<file path="config.mk">
export PLATFORM = sky130hd
export DESIGN_NAME = fetch_ctrl
export DESIGN_NICKNAME = d
export VERILOG_FILES = /design/src/rtl/fetch_pkg.sv /design/src/rtl/fetch_next_pc.sv /design/src/rtl/fetch_ctrl.sv
export SDC_FILE = /design/constraint.sdc
export NUM_CORES = 1
export LEC_CHECK = 0
export BUFFER_PORTS_ARGS = -buffer_cell sky130_fd_sc_hd__buf_2
export CAP_MARGIN = 20
export CORE_MARGIN = 3
export CORE_UTILIZATION = 53
export CTS_CLUSTER_DIAMETER = 40
export DETAILED_ROUTE_END_ITERATION = 16
export PLACE_DENSITY = 0.85
export SYNTH_ARGS = -nofsm -noshare
export SYNTH_HDL_FRONTEND = slang
export SYNTH_SLANG_ARGS = --single-unit
</file>
<file path="constraint.sdc">
create_clock -name clk -period 2.6 [get_ports clk]
set_input_delay 0.52 -clock clk [delete_from_list [all_inputs] [get_ports clk]]
set_output_delay 0.52 -clock clk [all_outputs]
set_load 0.03 [all_outputs]
</file>
<file path="src/rtl/fetch_pkg.sv">
// Shared types and constants for the instruction fetch controller.
// Holds the FSM state encoding, default vectors and the instruction size.
package fetch_pkg;

    typedef enum logic [1:0] {
        IDLE    = 2'd0,
        FETCH   = 2'd1,
        DELIVER = 2'd2
    } state_e;

    localparam logic [31:0] RESET_VECTOR_DEF = 32'h0000_0000;
    localparam logic [31:0] EXC_VECTOR_DEF   = 32'h0000_0080;
    localparam logic [31:0] INSTR_BYTES      = 32'd4;

    // Redirect targets are always word aligned.
    function automatic logic [31:0] word_align(input logic [31:0] addr);
        return {addr[31:2], 2'b00};
    endfunction

endpackage

</file>
<file path="src/rtl/fetch_next_pc.sv">
// Redirect arbitration: exception beats jump beats branch, and the winning
// target is word aligned. With no redirect, target simply passes pc through.
module fetch_next_pc
    import fetch_pkg::*;
#(
    parameter logic [31:0] EXC_VECTOR = EXC_VECTOR_DEF
) (
    input  logic        exc_valid,
    input  logic        jmp_valid,
    input  logic [31:0] jmp_target,
    input  logic        br_taken,
    input  logic [31:0] br_target,
    input  logic [31:0] pc,
    output logic        redirect,
    output logic [31:0] target
);

    always_comb begin
        redirect = exc_valid | jmp_valid | br_taken;
        if (exc_valid) begin
            target = word_align(EXC_VECTOR);
        end else if (jmp_valid) begin
            target = word_align(jmp_target);
        end else if (br_taken) begin
            target = word_align(br_target);
        end else begin
            target = pc;
        end
    end

endmodule

</file>
<file path="src/rtl/fetch_ctrl.sv">
// Single-outstanding-request instruction fetch controller. Fetches one word,
// holds it for the consumer, and handles redirects arriving at any time.
module fetch_ctrl
    import fetch_pkg::*;
#(
    parameter logic [31:0] RESET_VECTOR = RESET_VECTOR_DEF,
    parameter logic [31:0] EXC_VECTOR   = EXC_VECTOR_DEF
) (
    input  logic        clk,
    input  logic        rst_n,
    input  logic        stall,
    input  logic        br_taken,
    input  logic [31:0] br_target,
    input  logic        jmp_valid,
    input  logic [31:0] jmp_target,
    input  logic        exc_valid,
    output logic        imem_req,
    output logic [31:0] imem_addr,
    input  logic        imem_ack,
    input  logic [31:0] imem_rdata,
    output logic        inst_valid,
    output logic [31:0] inst,
    output logic [31:0] inst_pc,
    output logic [31:0] pc
);

    state_e      state_q, state_d;
    logic [31:0] pc_q, pc_d;
    logic [31:0] addr_q, addr_d;
    logic [31:0] inst_q, inst_d;
    logic [31:0] inst_pc_q, inst_pc_d;
    logic        valid_q, valid_d;
    logic        kill_q, kill_d;

    logic        redirect;
    logic [31:0] target;

    fetch_next_pc #(
        .EXC_VECTOR (EXC_VECTOR)
    ) u_next_pc (
        .exc_valid  (exc_valid),
        .jmp_valid  (jmp_valid),
        .jmp_target (jmp_target),
        .br_taken   (br_taken),
        .br_target  (br_target),
        .pc         (pc_q),
        .redirect   (redirect),
        .target     (target)
    );

    always_ff @(posedge clk or negedge rst_n) begin
        if (!rst_n) begin
            state_q   <= IDLE;
            pc_q      <= RESET_VECTOR;
            addr_q    <= RESET_VECTOR;
            inst_q    <= 32'd0;
            inst_pc_q <= 32'd0;
            valid_q   <= 1'b0;
            kill_q    <= 1'b0;
        end else begin
            state_q   <= state_d;
            pc_q      <= pc_d;
            addr_q    <= addr_d;
            inst_q    <= inst_d;
            inst_pc_q <= inst_pc_d;
            valid_q   <= valid_d;
            kill_q    <= kill_d;
        end
    end

    always_comb begin
        state_d = state_q;
        case (state_q)
            IDLE:    state_d = FETCH;
            FETCH:   if (imem_ack && !kill_q && !redirect) state_d = DELIVER;
            DELIVER: if (redirect || !stall) state_d = FETCH;
            default: state_d = IDLE;
        endcase
    end

    // target equals pc_q when no redirect is active, so it doubles as the
    // "redirect target or current pc" refetch address.
    always_comb begin
        pc_d      = target;
        addr_d    = addr_q;
        inst_d    = inst_q;
        inst_pc_d = inst_pc_q;
        valid_d   = valid_q;
        kill_d    = kill_q;
        case (state_q)
            IDLE: begin
                addr_d = target;
            end
            FETCH: begin
                if (imem_ack) begin
                    if (kill_q || redirect) begin
                        kill_d = 1'b0;
                        addr_d = target;
                    end else begin
                        inst_d    = imem_rdata;
                        inst_pc_d = addr_q;
                        valid_d   = 1'b1;
                        pc_d      = addr_q + INSTR_BYTES;
                    end
                end else if (redirect) begin
                    kill_d = 1'b1;
                end
            end
            DELIVER: begin
                if (redirect || !stall) begin
                    valid_d = 1'b0;
                    addr_d  = target;
                end
            end
            default: begin
                valid_d = 1'b0;
                kill_d  = 1'b0;
            end
        endcase
    end

    always_comb begin
        imem_req   = (state_q == FETCH);
        imem_addr  = addr_q;
        inst_valid = valid_q;
        inst       = inst_q;
        inst_pc    = inst_pc_q;
        pc         = pc_q;
    end

endmodule
</file>
==> flow_summary.ini, run 1 <==
[timing]
fin_skew_ns = 0.0143
worstMarginPinSlew_ns = 0.587
hold_viol = 0
holdWs_ns = 0.0804
finalCriticalPeriod_ns = 1.99
period_share = 0.767
slew_headroom = 0.608
finalMaxSlewViolations = 0
fmax_ghz = 0.502
finalSetupTns_ns = 0
setup_viol = 0
rsz0062_at_grt = false

[floorplanning]
die_x_um = 115
start_util = 0.547
dieArea_sq_um = 13200
die_h_um = 115
num_io_pins = 233
rows = 39
core_area_sq_um = 11500

[yosys]
syn_avg_cell_area_sq_um = 9.72
async_flop_share = 1.00
ys_top_cells_by_area = dfrtp_1 53%, nand2_1 14%, mux2_2 10%, mux2i_1 4.6%, xor2_1 3.1%
syn-instance-count = 645
synth_top_area_share = 0.527
ys_seq_area_frac = 0.527
yosysWarningCount = 0
synthesis.area_sq_um = 6270
synth_edf_count = 0
ys_types = 34
ys_seq_elements = 132
synth_area_leader_cell = dfrtp_1
ys.flop_type = dfrtp_1
synth_nets = 749

[pwr]
comb_power_share = 0.251
p_sw_frac = 0.338
power_density_nw_per_um2 = 829
p_sw_w = 0.00230
p_int_w = 0.00449
cellLeakagePower_nw = 4.48
peakVddDrop_uv = 552
seqPwrFrac = 0.389
p_clk_frac = 0.360
total_power_w = 0.00679

[grt]
track_usage = 0.253
grt_max_degree = 65
overflow = 0
grt_pass1_vias = 5207
antenna_found_initial = 0
grt_pass1_wl_um = 26000

[cells_and_area]
area_growth_pct = 30.6
drive_gt1_frac = 0.385
fill_cells = 820
multiInputGateArea_sq_um = 2770
utilization = 0.714
design_area_sq_um = 8180
nets = 975
seqCellArea_sq_um = 3300
antenna_cells = 0

[detailed_routing]
drt-initial-drc-count = 288
num_vias = 5379
routed_via_density = 5.24
drc = 0
first_pass_iters = 5
postRouteWirelength_um = 16600
wl_per_cell_um = 16.2
antenna_left = 0

[critical_path]
arrival_ns = 1.47
crit_fanout = 9
cp.depth = 2
critPathTopFamily = flip-flops
r2r_start = imem_addr[12]
cp-end-kind = primary output
critical_path_class = reg2out
critical_path_buf_inv_count = 1
required_ns = 2.08
crit_chain = nor2b_1, buf_2
r2r_slack_ns = 0.72
critPathSlowestCell = dfrtp_1
cpPeakStageDelay_ns = 0.46
crit_path_end = imem_req
rr_endpoint = pc[26]
worstSetupStartpoint = state_q[0]
crit_path_start_kind = flip-flop
worst-r2r-cell-count = 5

[placed_design]
gp_congestion = 0.787
postPlaceCellArea_sq_um = 7570
io_buffers = 228
dpl.hpwl_um = 11700

[cts]
cts_sinks = 132
cts_hold_buffers = 0
cts_resized = 0
cts_root_buffer = clkbuf_16
clkSlewWorstSetupHoldPaths_ns = 0.06
cts_tree = built
post_cts_buffers = 0
htree_num_levels = 4
clk_path_buf_depth = 2
worstSkewPairLatency_ns = 0.42
numCtsBuffers = 17

[status]
outcome = finished, final reports clean

[hold_path]
hp-class = in2async

[flow_run]
max_cap_viol_count = 0
cell type report:
class                      instances  area share
clock inverter                    12      0.0188
multi-input combinational        477       0.338
clock buffer                      20      0.0558
sequential                       132       0.404
timing repair buffer             243       0.162
tap                              143      0.0219
layout by cell type, fill, tap and decap left out, types with 3 or more instances in the layout:
cell type	count
nand2_1	235
buf_2	227
dfrtp_1	132
mux2_2	57
nor2_1	36
o21ai_0	34
mux2i_1	29
xor2_1	22
clkbuf_16	17
nand3_1	15
buf_4	10
and3_1	7
nand4_1	7
xnor2_1	6
o21ai_1	5
buf_12	5
a21oi_1	4
nor2b_1	3
bufinv_16	3
clkinv_2	3
clkinvlp_4	3
cell usage after synthesis (2+ instances only):
cell,number
a21oi_1,4
and2_1,3
and3_1,7
buf_2,11
buf_4,6
buf_6,4
clkbuf_1,13
dfrtp_1,132
mux2_2,57
mux2i_1,29
nand2_1,235
nand3_1,15
nand4_1,7
nor2_1,36
nor2b_1,3
nor3_2,2
o21ai_0,34
o21ai_1,5
xnor2_1,6
xor2_1,22
routing by layer:
layer | up-vias | global-route usage | share of wire
li1 | 2569 | - | -
met5 | - | 0 | 0
met3 | 15 | 0.0837 | 0.097
met1 | 2568 | 0.319 | 0.40
met4 | 0 | 0.0681 | 0.0090
met2 | 227 | 0.423 | 0.49
how the worst min path moves through the flow:
stage,start,end,slack (ns)
2_1_floorplan,rst_n,imem_addr[0],0.22
3_5_place_dp,inst[26],inst[26],0.46
3_3_place_gp,inst[25],inst[25],0.45
5_1_grt,rst_n,inst_pc[20],0.11
6_report,rst_n,inst_pc[20],0.08
4_1_cts,rst_n,inst_pc[19],0.09
worst register-to-register path: cells and delay by family (launching register included):
| kind | cells | cell delay, ns |
|---|---|---|
| xor+xnor | 1 | 0.16 |
| compound gates | 1 | 0.19 |
| flops | 1 | 0.48 |
| simple gates | 3 | 0.95 |
state kept, by name (all words and copies together), names as in the netlist:
name        cells
inst           32
state_q         2
pc             32
kill_q          1
inst_valid      1
inst_pc        32
imem_addr      32
metrics by stage:
stage	std cells	setup slack, ns
3_5_place_dp	995	0.344
5_1_grt	1027	0.460
2_1_floorplan	645	0.561
3_3_place_gp	995	0.370
4_1_cts	1027	0.579
6_report	1027	0.607
power by group through the flow:
stage / clock, W / combinational (W) / sequential [W]
2_1_floorplan: 0 / 0.000473 / 0.00329
3_3_place_gp: 0 / 0.00168 / 0.00266
3_5_place_dp: 0 / 0.00172 / 0.00266
4_1_cts: 0.00248 / 0.00172 / 0.00264
5_1_grt: 0.00260 / 0.00183 / 0.00268
6_report: 0.00245 / 0.00170 / 0.00264
kinds of logic (layout without fill, tap and decap cells):
| family | count (synthesis) | after routing | synth area share |
|---|---|---|---|
| simple gates | 315 | 315 | 0.211 |
| buf+inv | 36 | 275 | 0.0323 |
| flops | 132 | 132 | 0.527 |
| compound gates | 46 | 46 | 0.0381 |
| mux | 87 | 87 | 0.151 |
| xor+xnor | 28 | 28 | 0.0391 |
| fa+ha+maj | 1 | 1 | 0.00200 |
No activity file was read; power rests on OpenSTA's default activity.
==> inputs of run 2 (changes only) <==
Settings changed: CORE_UTILIZATION 53 to 45, PLACE_DENSITY 0.85 to 0.77.
Clock period 2.6 ns to 1.8 ns, I/O delays scaled along.
==> run 2 against run 1 <==
  * Clock skew decreased by 0.0061 ns
  * Register-to-register slack lost 0.56 ns
  * Global-route usage decreased by 2.8 points
  * Sequential power grew 42%
  * Critical path depth unchanged
  * Hold slack gained 0.050 ns
  * Count of clock-buffer cells in the layout is 2 lower
  * Total power is 45% higher
  * Critical path type unchanged
  * Critical endpoint unchanged
==> flow_summary.ini, run 2 (synthesized netlist as in run 1, its figures left out) <==
[status]
outcome = finished, final reports clean

[hold_path]
hold_path_startpoint = imem_rdata[20]
hold_path_depth = 3
hp-class = in2reg
min_to = inst[20]

[cells_and_area]
mostFrequentLayoutCell = nand2_1
seqCellArea_sq_um = 3300
multiInputGateArea_sq_um = 2860
fill_cells = 1152
nets = 999
drive_gt1_frac = 0.403
area_growth_pct = 35.8
final_cell_mix = 235 x nand2_1, 227 x buf_2, 131 x dfrtp_1
design_area_sq_um = 8510

[floorplanning]
start_util = 0.466
die_h_um = 124
dieArea_sq_um = 15400
rows = 42
core_area_sq_um = 13500
num_io_pins = 233
die_x_um = 124

[grt]
track_usage = 0.225
grt_max_degree = 61
antenna_found_initial = 0
overflow = 0
grt_pass1_wl_um = 26200
grt_pass1_vias = 5147

[critical_path]
required_ns = 1.44
critical_path_class = reg2out
crit_path_start_kind = flip-flop
crit_fanout = 9
rr_endpoint = pc[22]
cp-end-kind = primary output
arrival_ns = 1.34
r2r_slack_ns = 0.16
r2r_start = imem_addr[3]
worst-r2r-cell-count = 7

[detailed_routing]
postRouteWirelength_um = 17300
wl_per_cell_um = 15.9
routed_via_density = 4.97
first_pass_iters = 4
antenna_left = 0
num_vias = 5394
drc = 0
drt-initial-drc-count = 234

[placed_design]
postPlaceCellArea_sq_um = 7900
gp_congestion = 0.768
io_buffers = 228
dpl.hpwl_um = 12700

[timing]
setup_viol = 0
period_share = 0.942
fin_skew_ns = 0.00818
fmax_ghz = 0.590
finalCriticalPeriod_ns = 1.70
finalMaxSlewViolations = 0
rsz0062_at_grt = false
finalSetupTns_ns = 0
worstMarginPinSlew_ns = 0.355
slew_headroom = 0.764
hold_viol = 0

[cts]
worstSkewPairLatency_ns = 0.42
clkSlewWorstSetupHoldPaths_ns = 0.06
cts_sinks = 132
htree_num_levels = 4
cts_root_buffer = clkbuf_16
numCtsBuffers = 17
post_cts_buffers = 0
cts_tree = built
clk_path_buf_depth = 2

[pwr]
total_power_w = 0.00987
cellLeakagePower_nw = 4.67
power_density_nw_per_um2 = 1160
peakVddDrop_uv = 625

[flow_run]
max_cap_viol_count = 0
[run 2: worst max-delay path: stages (launching register included)]
cell     delay (ns)
dfrtp_2        0.43
nor2b_2        0.25
buf_2          0.24
[run 2: final cells by class]
| cell class | instances | share of cell area |
|---|---|---|
| flip-flops and latches | 132 | 0.388 |
| clock inverters | 14 | 0.0191 |
| clock buffers | 18 | 0.0504 |
| well taps | 176 | 0.0259 |
| repair buffers | 267 | 0.180 |
| multi-input cells | 477 | 0.336 |
| diodes | 1 | 0.000294 |
[run 2: worst max path at each step]
stage,startpoint,endpoint,slack [ns],cells past startpoint
final,state_q[0],imem_req,0.10,2
after global routing,imem_addr[10],pc[21],0.05,6
after CTS,state_q[0],imem_req,0.02,2
after detailed placement,br_taken,imem_addr[3],-0.19,6
after global placement,br_taken,imem_addr[3],-0.16,6
after floorplan,imem_addr[5],pc[22],-0.08,6
[run 2: what timing repair did]
| action | CTS | global route |
|---|---|---|
| endpoints found under the hold margin | 32 | 0 |
| endpoints found under the setup margin | 0 | 1 |
| hold buffers | 1 | 0 |
| gates resized for setup | 0 | 1 |
[run 2: stage by stage]
stage	setup WS [ns]	std cells	utilization	hold slack, ns
detailed placement	-0.195	1051	0.587	0.272
global placement	-0.158	1051	0.587	0.273
global route	0.0519	1084	0.632	0.114
finish	0.105	1085	0.632	0.130
floorplan	-0.0760	645	-	0.0644
CTS	0.0178	1084	0.632	0.112
[run 2: power breakdown]
group | internal, W | switching [W] | leakage (nW)
Clock | 0.00216 | 0.00128 | 0.281
Combinational | 0.000908 | 0.00177 | 2.67
Sequential | 0.00344 | 0.000305 | 1.72
Total | 0.00652 | 0.00336 | 4.67
[run 2: per-layer routing]
metal	global-route usage	share of wire	vias up
met5	0	0	-
met2	0.361	0.47	214
met1	0.298	0.44	2527
li1	-	-	2629
met3	0.0654	0.079	24
met4	0.0698	0.013	0
